--- config.mk ---
export PLATFORM = sky130hd
export DESIGN_NAME = cu_pipe_flat
export DESIGN_NICKNAME = d
export VERILOG_FILES = /design/src/rtl/cu_pipe_if.sv /design/src/rtl/cu_pipe.sv /design/src/flat_wrapper.sv
export SDC_FILE = /design/constraint.sdc
export NUM_CORES = 1
export LEC_CHECK = 0
export ABC_AREA = 1
export CAP_MARGIN = 30
export CORE_UTILIZATION = 48
export DETAILED_ROUTE_END_ITERATION = 12
export PLACE_DENSITY = 0.85
export SLEW_MARGIN = 10
export SYNTH_ARGS = -nofsm -noshare
export SYNTH_HDL_FRONTEND = slang
export SYNTH_SLANG_ARGS = --single-unit
--- constraint.sdc ---
create_clock -name clk -period 3.6 [get_ports clk]
set_clock_uncertainty 0.15 [all_clocks]
set_input_delay 0.54 -clock clk [delete_from_list [all_inputs] [get_ports clk]]
set_output_delay 0.54 -clock clk [all_outputs]
set_load 0.005 [all_outputs]
--- src/rtl/cu_pipe_if.sv ---
// cu_pipe_if: fetch-side and execute-side handshake bundle for cu_pipe.
//   slave  : view taken by cu_pipe (consumes fetch, produces control bundle)
//   master : view taken by the fetch/execute environment
// Signals: flush, in_valid/in_inst/in_ready (fetch), out_valid/out_ready plus
// control bundle (execute), illegal and err_sticky status.
interface cu_pipe_if #(
  parameter int unsigned OP_W = 6,
  parameter int unsigned RA_W = 4
);
  localparam int unsigned INST_W = OP_W + 3 * RA_W;
  localparam int unsigned IMM_W  = 2 * RA_W;

  logic              flush;
  logic              in_valid;
  logic [INST_W-1:0] in_inst;
  logic              in_ready;
  logic              out_valid;
  logic              out_ready;
  logic [1:0]        inst_type;
  logic              alu_c_in;
  logic              alu_enable;
  logic              reg_read_a;
  logic              reg_read_b;
  logic              reg_write;
  logic              reg_reset;
  logic [2:0]        wb_sel;
  logic [3:0]        alu_sel;
  logic [RA_W-1:0]   rd;
  logic [RA_W-1:0]   ra;
  logic [RA_W-1:0]   rb;
  logic [IMM_W-1:0]  imm;
  logic              illegal;
  logic              err_sticky;

  modport slave (
    input  flush, in_valid, in_inst, out_ready,
    output in_ready, out_valid, inst_type, alu_c_in, alu_enable, reg_read_a,
           reg_read_b, reg_write, reg_reset, wb_sel, alu_sel, rd, ra, rb, imm,
           illegal, err_sticky
  );

  modport master (
    output flush, in_valid, in_inst, out_ready,
    input  in_ready, out_valid, inst_type, alu_c_in, alu_enable, reg_read_a,
           reg_read_b, reg_write, reg_reset, wb_sel, alu_sel, rd, ra, rb, imm,
           illegal, err_sticky
  );
endinterface

--- src/rtl/cu_pipe.sv ---
// cu_pipe: registered, handshaked instruction decoder. Decodes one
// {opcode, rd, ra, rb} per cycle into a control bundle, holds it until the
// execute stage accepts it, and inserts MC_CYCLES-1 bubbles after shift ops.
// Ports:
//   clk  : clock
//   rst  : synchronous active-high reset
//   bus  : cu_pipe_if.slave (flush, fetch handshake, execute handshake, bundle)
// All bundle/status outputs are registered; bus.in_ready is combinational.
module cu_pipe #(
  parameter int unsigned OP_W      = 6,
  parameter int unsigned RA_W      = 4,
  parameter int unsigned MC_CYCLES = 3
) (
  input  logic      clk,
  input  logic      rst,
  cu_pipe_if.slave  bus
);

  localparam int unsigned INST_W = OP_W + 3 * RA_W;
  localparam int unsigned CNT_W  = 4;
  localparam logic [CNT_W-1:0] BUBBLES = CNT_W'(MC_CYCLES - 1);
  // With a single execute cycle, shifts are ordinary ops and never stall.
  localparam logic HAS_BUBBLES = (MC_CYCLES > 1);

  typedef enum logic [1:0] {S_EMPTY, S_FULL, S_BUSY} state_e;

  state_e            state_q, state_d;
  logic [CNT_W-1:0]  cnt_q, cnt_d;
  logic              out_valid_q, err_q;
  logic [1:0]        type_q;
  logic              alu_en_q, rda_q, rdb_q, rw_q, ill_q, held_shift_q;
  logic [2:0]        wb_q;
  logic [3:0]        asel_q;
  logic [RA_W-1:0]   rd_q, ra_q, rb_q;

  logic [OP_W-1:0]   op_c;
  logic [RA_W-1:0]   rd_c, ra_c, rb_c;
  logic [1:0]        dec_type_c;
  logic              dec_alu_en_c, dec_rda_c, dec_rdb_c, dec_rw_c;
  logic              dec_ill_c, dec_shift_c, dec_is_alu_c;
  logic [2:0]        dec_wb_c;
  logic [3:0]        dec_asel_c;
  logic              in_ready_c, accept_c;

  assign op_c = bus.in_inst[INST_W-1 -: OP_W];
  assign rd_c = bus.in_inst[3*RA_W-1 -: RA_W];
  assign ra_c = bus.in_inst[2*RA_W-1 -: RA_W];
  assign rb_c = bus.in_inst[RA_W-1:0];

  // Opcode decode of the instruction currently presented by fetch.
  always_comb begin : decode
    dec_type_c   = 2'b00;
    dec_alu_en_c = 1'b0;
    dec_rda_c    = 1'b0;
    dec_rdb_c    = 1'b0;
    dec_rw_c     = 1'b0;
    dec_wb_c     = 3'b000;
    dec_asel_c   = 4'b0000;
    dec_ill_c    = 1'b0;
    dec_shift_c  = 1'b0;
    dec_is_alu_c = 1'b0;
    case (op_c)
      OP_W'(0):  ;
      OP_W'(1):  begin dec_is_alu_c = 1'b1; dec_asel_c = 4'b0000; end
      OP_W'(2):  begin dec_is_alu_c = 1'b1; dec_asel_c = 4'b0001; end
      OP_W'(3):  begin dec_is_alu_c = 1'b1; dec_asel_c = 4'b0010; end
      OP_W'(4):  begin dec_is_alu_c = 1'b1; dec_asel_c = 4'b0011; end
      OP_W'(5):  begin dec_is_alu_c = 1'b1; dec_asel_c = 4'b0100; end
      OP_W'(6):  begin dec_is_alu_c = 1'b1; dec_asel_c = 4'b0101; end
      OP_W'(7):  begin dec_is_alu_c = 1'b1; dec_asel_c = 4'b0110; end
      OP_W'(8):  begin dec_is_alu_c = 1'b1; dec_asel_c = 4'b0111; end
      OP_W'(9):  begin dec_is_alu_c = 1'b1; dec_asel_c = 4'b1100; end
      OP_W'(10): begin dec_is_alu_c = 1'b1; dec_asel_c = 4'b1001; dec_shift_c = 1'b1; end
      OP_W'(11): begin dec_is_alu_c = 1'b1; dec_asel_c = 4'b1000; dec_shift_c = 1'b1; end
      OP_W'(12): begin dec_is_alu_c = 1'b1; dec_asel_c = 4'b1010; dec_shift_c = 1'b1; end
      OP_W'(13): begin dec_is_alu_c = 1'b1; dec_asel_c = 4'b1011; dec_shift_c = 1'b1; end
      OP_W'(14): begin dec_type_c = 2'b10; dec_rw_c = 1'b1; dec_wb_c = 3'b001; end
      default:   dec_ill_c = 1'b1;
    endcase
    if (dec_is_alu_c) begin
      dec_type_c   = 2'b01;
      dec_alu_en_c = 1'b1;
      dec_rda_c    = 1'b1;
      dec_rdb_c    = (op_c != OP_W'(9));  // INV has a single source
      dec_rw_c     = 1'b1;
    end
  end

  // A held shift blocks the next load even when execute takes it this cycle.
  assign in_ready_c = !bus.flush &&
                      ((state_q == S_EMPTY) ||
                       ((state_q == S_FULL) && bus.out_ready && !held_shift_q));
  assign accept_c   = bus.in_valid && in_ready_c;

  // Next-state logic; flush overrides everything below reset.
  always_comb begin : next_state
    state_d = state_q;
    cnt_d   = cnt_q;
    case (state_q)
      S_EMPTY: if (bus.in_valid) state_d = S_FULL;
      S_FULL: begin
        if (bus.out_ready) begin
          if (held_shift_q) begin
            state_d = S_BUSY;
            cnt_d   = BUBBLES;
          end else if (!bus.in_valid) begin
            state_d = S_EMPTY;
          end
        end
      end
      S_BUSY: begin
        if (cnt_q <= CNT_W'(1)) begin
          state_d = S_EMPTY;
          cnt_d   = '0;
        end else begin
          cnt_d = cnt_q - CNT_W'(1);
        end
      end
      default: begin
        state_d = S_EMPTY;
        cnt_d   = '0;
      end
    endcase
    if (bus.flush) begin
      state_d = S_EMPTY;
      cnt_d   = '0;
    end
  end

  // State, bubble counter and status registers.
  always_ff @(posedge clk) begin
    if (rst) begin
      state_q     <= S_EMPTY;
      cnt_q       <= '0;
      out_valid_q <= 1'b0;
      err_q       <= 1'b0;
    end else begin
      state_q     <= state_d;
      cnt_q       <= cnt_d;
      out_valid_q <= (state_d == S_FULL);
      err_q       <= err_q | (accept_c & dec_ill_c);
    end
  end

  // Output bundle register, loaded on every accepted instruction.
  always_ff @(posedge clk) begin
    if (rst) begin
      type_q       <= 2'b00;
      alu_en_q     <= 1'b0;
      rda_q        <= 1'b0;
      rdb_q        <= 1'b0;
      rw_q         <= 1'b0;
      wb_q         <= 3'b000;
      asel_q       <= 4'b0000;
      rd_q         <= '0;
      ra_q         <= '0;
      rb_q         <= '0;
      ill_q        <= 1'b0;
      held_shift_q <= 1'b0;
    end else if (accept_c) begin
      type_q       <= dec_type_c;
      alu_en_q     <= dec_alu_en_c;
      rda_q        <= dec_rda_c;
      rdb_q        <= dec_rdb_c;
      rw_q         <= dec_rw_c;
      wb_q         <= dec_wb_c;
      asel_q       <= dec_asel_c;
      rd_q         <= rd_c;
      ra_q         <= ra_c;
      rb_q         <= rb_c;
      ill_q        <= dec_ill_c;
      held_shift_q <= dec_shift_c & HAS_BUBBLES;
    end
  end

  assign bus.in_ready   = in_ready_c;
  assign bus.out_valid  = out_valid_q;
  assign bus.inst_type  = type_q;
  assign bus.alu_c_in   = 1'b0;
  assign bus.alu_enable = alu_en_q;
  assign bus.reg_read_a = rda_q;
  assign bus.reg_read_b = rdb_q;
  assign bus.reg_write  = rw_q;
  assign bus.reg_reset  = 1'b0;
  assign bus.wb_sel     = wb_q;
  assign bus.alu_sel    = asel_q;
  assign bus.rd         = rd_q;
  assign bus.ra         = ra_q;
  assign bus.rb         = rb_q;
  assign bus.imm        = {ra_q, rb_q};
  assign bus.illegal    = ill_q;
  assign bus.err_sticky = err_q;

endmodule

--- src/flat_wrapper.sv ---
// flat-port wrapper written by rule: the top's interface ports become plain ports
module cu_pipe_flat 
#(
  parameter int unsigned OP_W      = 6,
  parameter int unsigned RA_W      = 4,
  parameter int unsigned MC_CYCLES = 3
)
  (clk, rst, bus_flush, bus_in_valid, bus_in_inst, bus_out_ready, bus_in_ready, bus_out_valid, bus_inst_type, bus_alu_c_in, bus_alu_enable, bus_reg_read_a, bus_reg_read_b, bus_reg_write, bus_reg_reset, bus_wb_sel, bus_alu_sel, bus_rd, bus_ra, bus_rb, bus_imm, bus_illegal, bus_err_sticky);
  cu_pipe_if #(.OP_W(OP_W), .RA_W(RA_W)) bus_i ();
  input  logic clk;
  input  logic rst;
  input wire logic [$bits(bus_i.flush)-1:0] bus_flush;
  input wire logic [$bits(bus_i.in_valid)-1:0] bus_in_valid;
  input wire logic [$bits(bus_i.in_inst)-1:0] bus_in_inst;
  input wire logic [$bits(bus_i.out_ready)-1:0] bus_out_ready;
  output wire logic [$bits(bus_i.in_ready)-1:0] bus_in_ready;
  output wire logic [$bits(bus_i.out_valid)-1:0] bus_out_valid;
  output wire logic [$bits(bus_i.inst_type)-1:0] bus_inst_type;
  output wire logic [$bits(bus_i.alu_c_in)-1:0] bus_alu_c_in;
  output wire logic [$bits(bus_i.alu_enable)-1:0] bus_alu_enable;
  output wire logic [$bits(bus_i.reg_read_a)-1:0] bus_reg_read_a;
  output wire logic [$bits(bus_i.reg_read_b)-1:0] bus_reg_read_b;
  output wire logic [$bits(bus_i.reg_write)-1:0] bus_reg_write;
  output wire logic [$bits(bus_i.reg_reset)-1:0] bus_reg_reset;
  output wire logic [$bits(bus_i.wb_sel)-1:0] bus_wb_sel;
  output wire logic [$bits(bus_i.alu_sel)-1:0] bus_alu_sel;
  output wire logic [$bits(bus_i.rd)-1:0] bus_rd;
  output wire logic [$bits(bus_i.ra)-1:0] bus_ra;
  output wire logic [$bits(bus_i.rb)-1:0] bus_rb;
  output wire logic [$bits(bus_i.imm)-1:0] bus_imm;
  output wire logic [$bits(bus_i.illegal)-1:0] bus_illegal;
  output wire logic [$bits(bus_i.err_sticky)-1:0] bus_err_sticky;
  assign bus_i.flush = bus_flush;
  assign bus_i.in_valid = bus_in_valid;
  assign bus_i.in_inst = bus_in_inst;
  assign bus_i.out_ready = bus_out_ready;
  assign bus_in_ready = bus_i.in_ready;
  assign bus_out_valid = bus_i.out_valid;
  assign bus_inst_type = bus_i.inst_type;
  assign bus_alu_c_in = bus_i.alu_c_in;
  assign bus_alu_enable = bus_i.alu_enable;
  assign bus_reg_read_a = bus_i.reg_read_a;
  assign bus_reg_read_b = bus_i.reg_read_b;
  assign bus_reg_write = bus_i.reg_write;
  assign bus_reg_reset = bus_i.reg_reset;
  assign bus_wb_sel = bus_i.wb_sel;
  assign bus_alu_sel = bus_i.alu_sel;
  assign bus_rd = bus_i.rd;
  assign bus_ra = bus_i.ra;
  assign bus_rb = bus_i.rb;
  assign bus_imm = bus_i.imm;
  assign bus_illegal = bus_i.illegal;
  assign bus_err_sticky = bus_i.err_sticky;
  cu_pipe #(.OP_W(OP_W), .RA_W(RA_W), .MC_CYCLES(MC_CYCLES)) u_core (.clk(clk), .rst(rst), .bus(bus_i));
endmodule
==> results of run 1 <==
-- cells in the mapped netlist (all sizes together) --
cell     number
inv          29
nand2        62
a311oi        1
o22ai         1
nand4         2
a41oi         1
ha            6
o21ai         9
clkbuf        3
buf          18
conb          1
nand3        14
xor2          1
nand3b        1
nor2         22
o211ai        1
a21oi        32
dfxtp        31
nor3          1
o2111ai       1
-- final timing paths --
kind,start,to,slack (ns)
max,u_core.state_q[0]$_SDFF_PP0_,bus_in_ready,1.04
min,u_core.bus.inst_type[1]$_SDFFE_PP0P_,u_core.bus.inst_type[1]$_SDFFE_PP0P_,0.32
max reg2reg,u_core.state_q[0]$_SDFF_PP0_,u_core.bus.alu_sel[3]$_SDFFE_PP0P_,1.63
min reg2reg,u_core.bus.inst_type[1]$_SDFFE_PP0P_,u_core.bus.inst_type[1]$_SDFFE_PP0P_,0.32
-- per-layer routing --
metal | track usage (%) | vias up | routed length, um
li1 | - | 833 | -
met5 | 0 | - | 0
met1 | 27.8 | 706 | 1570
met3 | 7.98 | 8 | 273
met2 | 31.2 | 54 | 1700
met4 | 12.1 | 0 | 82
-- power groups by stage --
stage	combinational [uW]	clock, uW	sequential, uW
6_report	132	176	362
5_1_grt	147	199	364
4_1_cts	133	185	362
3_5_place_dp	132	0	370
3_3_place_gp	131	0	370
2_1_floorplan	73.2	0	370
-- sequential cells by signal (all words and copies together) (netlist names) --
name	count
u_core.bus.wb_sel	1
u_core.state_q	2
u_core.bus.err_sticky	1
u_core.bus.out_valid	1
u_core.bus.inst_type	2
u_core.bus.alu_sel	4
u_core.bus.ra	4
u_core.cnt_q	4
u_core.bus.rd	4
u_core.bus.reg_read_b	1
u_core.bus.reg_write	1
u_core.bus.rb	4
u_core.held_shift_q	1
u_core.bus.illegal	1
-- kinds of logic (layout without fill, tap and decap cells) --
logic type	Yosys count	count (layout)	share of synthesized area, %
AO/OA/AOI/OAI	46	46	16.8
buffers and inverters	50	93	15.3
adder cells (fa/ha/maj)	6	6	4.40
AND/OR/NAND/NOR	102	102	26.4
XOR/XNOR	1	1	0.514
flip-flops	31	31	36.4
other	1	4	0.220
-- worst reg2reg max path, cell delays in order (launching register included) --
cell and delay (ns):
dfxtp_1 0.35, inv_1 0.11, ha_1 0.23, inv_2 0.06, a21oi_1 0.14, nand2_1 0.08, inv_2 0.08, nand2_4 0.17
inv_4 0.29, o21ai_0 0.13, a21oi_1 0.13
-- stage by stage --
stage / total power (uW) / utilization (%) / hold slack [ns] / cells / area (sq um)
after global routing: 710 / 66.7 / 0.345 / 329 / 2240
final: 671 / 66.7 / 0.316 / 329 / 2240
after CTS: 680 / 66.7 / 0.318 / 329 / 2240
after detailed placement: 502 / 65.5 / 0.305 / 323 / 2200
after floorplan: 443 / - / 0.293 / 240 / 1720
after global placement: 501 / 65.5 / 0.301 / 323 / 2200
-- layout make-up --
| type | count | area, sq um |
|---|---|---|
| Multi-Input combinational cell | 159 | 836 |
| Tap cell | 46 | 57.6 |
| Inverter | 29 | 111 |
| Sequential cell | 31 | 621 |
| Fill cell | 320 | 1120 |
| Clock buffer | 6 | 41.3 |
| Timing Repair Buffer | 58 | 578 |
==> impl_metrics.ini, run 1 <==
[placement]
gp_congestion = 0.893
post-place-ws_ns = 1.07
place_hpwl_um = 2650
portBuffers = 57

[drt]
via_count = 1601
wirelength_um = 3630
wl_per_cell_um = 11.0
first_iter_violations = 92
antenna_left = 0
vias_per_cell = 4.87
dr.pass1.iters = 4
drc = 0

[setup_path]
required_ns = 2.91
critPathMaxStageDelay_ns = 0.50
cp.arrival_ns = 1.87
cp_num_cells = 7
path_cells = inv_1 -> ha_1 -> inv_2 -> a21oi_1 -> nand2_1 -> inv_2 -> clkdlybuf4s50_1
crit_type = reg2out
worst-r2r-cell-count = 10
end_kind = output port
slowest_stage = clkdlybuf4s50_1
critPathBufInv = 4
cp-start-kind = register
path_max_fanout = 4
crit_family = buffers and inverters
critPathMostFrequentCell = inv_2

[power_and_ir_drop]
p_leak_uw = 0.000906
ir_worst_vdd_v = 0.000221
clockPowerShare_pct = 26.3
pwr-share-seq_pct = 54.0
p_sw_share_pct = 26.7
internal-power_uw = 492
p_switching_uw = 179
power_density_nw_per_um2 = 299
power_frac_comb_pct = 19.7

[die]
core_sq_um = 3360
num_rows = 21
die_y_um = 61.6
initial_core_util_pct = 50.7
dieWidth_um = 61.6
io_pins = 62
die_area_sq_um = 3800

[synthesis]
ys_seq_area_share_pct = 36.4
synth_area_leader_cell = dfxtp_1
syn-cell-area_sq_um = 1710
synth_area_per_cell_sq_um = 7.20
yosysWarnings = 0
syn_inst = 237
synth.area.top_cells = dfxtp_1, nand2_1, buf_4
synth_top_area_share_pct = 36.4
ys_types = 29
ys_ff_latch = 31

[global_route]
grt_usage_pct = 21.6
grt_pass1_wl_um = 5890
grt_pass1_vias = 1354
antenna_found_initial = 0
gr-total-overflow = 0
grt_start_max_net_pins = 27

[sta]
slew_violations = 0
fin_setup_tns_ns = 0
fmax_ghz = 0.391
min_period_over_period_pct = 71.0
setup_viol = 0
finalHoldViolCount = 0
rsz0062_at_grt = no
setup_ws_ns = 1.04
period_minus_slack_ns = 2.56

[clock_tree]
cts.root.buffer_cell = clkbuf_4
cts_tree = yes
post-cts-setup-buffers = 0
htree_levels = 2
cts_max_path_buffers = 2
cts_made_buffers = 5
cts_num_sinks = 31
hold_buffers = 0
clk-insertion-delay-late_ns = 0.33
clkTransAtPathRegs_ns = 0.08
post_cts_resized = 0

[cells_and_area]
area_growth_pct = 31.6
final_common_cell = clkdlybuf4s50_1
finish.net_count = 313
final_cell_mix = clkdlybuf4s50_1, nand2_1, dfxtp_1
diodes = 0
drive_above_1_share_pct = 13.1

[job]
maxCapViolCount = 0

[min_path]
holdPathStages = 2
hp-class = reg2reg

[run_status]
status = finished clean
(Power assumes the default switching activity.)
==> run 2: changes to the inputs <==
Settings changed: CORE_UTILIZATION 48 to 44, PLACE_DENSITY 0.85 to 0.79.
Clock period 3.6 ns to 2.45 ns, I/O delays scaled along.
==> run 2 against run 1 <==
Net effect: hold slack got worse by 0.0022 ns; global-route usage decreased by 3.3 points; non-clock buffer count increased by 1; cell area increased by 2.2%; flip-flop and latch count unchanged; clock power increased by 110%; cell count increased by 1.5%; largest cell class unchanged; largest power group unchanged.
==> impl_metrics.ini, run 2 (synthesis gave the netlist of run 1 again) <==
[drt]
first_iter_violations = 65
via_count = 1597
drc = 0
antenna_left = 0
wl_per_cell_um = 10.9
wirelength_um = 3640
dr.pass1.iters = 4
vias_per_cell = 4.78

[power_and_ir_drop]
ir_worst_vdd_v = 0.000365
p_leak_uw = 0.000929
internal-power_uw = 822
p_sw_share_pct = 25.7
power_density_nw_per_um2 = 482
clockPowerShare_pct = 34.1
pwr-share-seq_pct = 48.2
p_switching_uw = 284
power_frac_comb_pct = 17.8

[clock_tree]
cts_tree = yes
cts.root.buffer_cell = clkbuf_8
cts_num_sinks = 31
clk-insertion-delay-late_ns = 0.28
hold_buffers = 0
cts_made_buffers = 5
htree_levels = 2
cts_max_path_buffers = 2
clkTransAtPathRegs_ns = 0.06
post_cts_resized = 0
post-cts-setup-buffers = 0

[cells_and_area]
area_growth_pct = 34.6
fillCellCount = 354
utilization_pct = 62.2
drive_above_1_share_pct = 13.6
diodes = 0
final_cell_mix = clkdlybuf4s50_1, nand2_1, dfxtp_1
finish.net_count = 314
final_common_cell = clkdlybuf4s50_1

[die]
initial_core_util_pct = 46.2
num_rows = 22
io_pins = 62
core_sq_um = 3690
die_y_um = 64.3
dieWidth_um = 64.3
die_area_sq_um = 4130

[global_route]
antenna_found_initial = 0
gr-total-overflow = 0
grt_usage_pct = 18.3
grt_start_max_net_pins = 25
grt_pass1_vias = 1430
grt_pass1_wl_um = 5950

[sta]
min_period_over_period_pct = 94.6
setup_ws_ns = 0.132
fmax_ghz = 0.431
finalHoldViolCount = 0
setup_viol = 0
slew_violations = 0
rsz0062_at_grt = no
fin_setup_tns_ns = 0
holdWs_ns = 0.314
period_minus_slack_ns = 2.32

[setup_path]
worst-r2r-cell-count = 10
cp.arrival_ns = 1.80
timing.rr.start = u_core.state_q[0]$_SDFF_PP0_
worstReg2RegEnd = u_core.bus.alu_sel[3]$_SDFFE_PP0P_
rrSetupSlack_ns = 0.56
crit_family = buffers and inverters
cp-start-kind = register
required_ns = 1.93
end_kind = output port
critPathMaxStageDelay_ns = 0.49
slowest_stage = clkdlybuf4s50_1
cp_num_cells = 7
path_max_fanout = 4
path_cells = inv_1 -> ha_1 -> inv_2 -> a21oi_1 -> nand2_1 -> inv_2 -> clkdlybuf4s50_1
crit_type = reg2out
critPathMostFrequentCell = inv_2
critPathBufInv = 4

[job]
maxCapViolCount = 0

[min_path]
min_to = u_core.bus.alu_sel[3]$_SDFFE_PP0P_
hp-start = u_core.bus.alu_sel[3]$_SDFFE_PP0P_
holdPathStages = 2
hp-class = reg2reg

[placement]
gp_congestion = 0.863
place_hpwl_um = 2620
post-place-ws_ns = 0.266
portBuffers = 57

[run_status]
status = finished clean
[run 2: changes by cell type in the layout (fill, tap and decap cells not counted)]
| cell | delta |
|---|---|
| clkbuf_4 | -5 |
| buf_4 | +1 |
| clkbuf_8 | +5 |
| clkinv_2 | +1 |
| clkbuf_1 | +1 |
[run 2: per-stage QoR]
| stage | cell area [sq um] | instances | total power [uW] |
|---|---|---|---|
| floorplan | 1720 | 240 | 652 |
| global placement | 2210 | 326 | 738 |
| detailed placement | 2210 | 326 | 740 |
| CTS | 2290 | 334 | 1120 |
| global route | 2290 | 334 | 1170 |
| finish | 2290 | 334 | 1110 |
[run 2: per-layer routing]
layer / vias to the layer above / GRT usage (%) / part of all wire [%]
li1: 836 / - / -
met1: 703 / 23.0 / 47
met2: 53 / 29.3 / 46
met3: 5 / 4.11 / 5.4
met4: 0 / 9.17 / 1.8
met5: - / 0 / 0
[run 2: how the worst max path moves through the flow]
stage                                            start                       endpoint  slack (ns)
after floorplan           u_core.state_q[0]$_SDFF_PP0_  u_core.bus.ra[1]$_SDFFE_PP0P_        0.86
final                     u_core.state_q[0]$_SDFF_PP0_                   bus_in_ready        0.13
after CTS                 u_core.state_q[0]$_SDFF_PP0_                   bus_in_ready        0.11
after detailed placement                 bus_out_ready                   bus_in_ready        0.27
after global routing      u_core.state_q[0]$_SDFF_PP0_                   bus_in_ready        0.03
after global placement                   bus_out_ready                   bus_in_ready        0.30
[run 2: area by class of cell]
| type | instances | area (sq um) | area share (%) |
|---|---|---|---|
| clock inverter | 1 | 5.00 | 0.218 |
| tap | 48 | 60.1 | 2.62 |
| timing repair buffer | 59 | 586 | 25.5 |
| clock buffer | 7 | 76.3 | 3.33 |
| sequential | 31 | 621 | 27.0 |
| multi-input combinational | 159 | 836 | 36.4 |
| inverter | 29 | 111 | 4.85 |
[run 2: power by group through the flow]
stage / sequential, uW / combinational (uW) / clock [uW]
after global placement: 544 / 195 / 0
after global routing: 535 / 216 / 418
after CTS: 533 / 198 / 390
after detailed placement: 544 / 196 / 0
final: 533 / 197 / 377
after floorplan: 544 / 108 / 0
[run 2: worst reg2reg max path: stages (launching register included)]
cell and delay, ns:
dfxtp_1 0.33, inv_1 0.12, ha_1 0.23, inv_2 0.06, a21oi_1 0.14, nand2_1 0.08, inv_2 0.07, nand2_4 0.12
inv_4 0.24, o21ai_0 0.15, a21oi_1 0.13
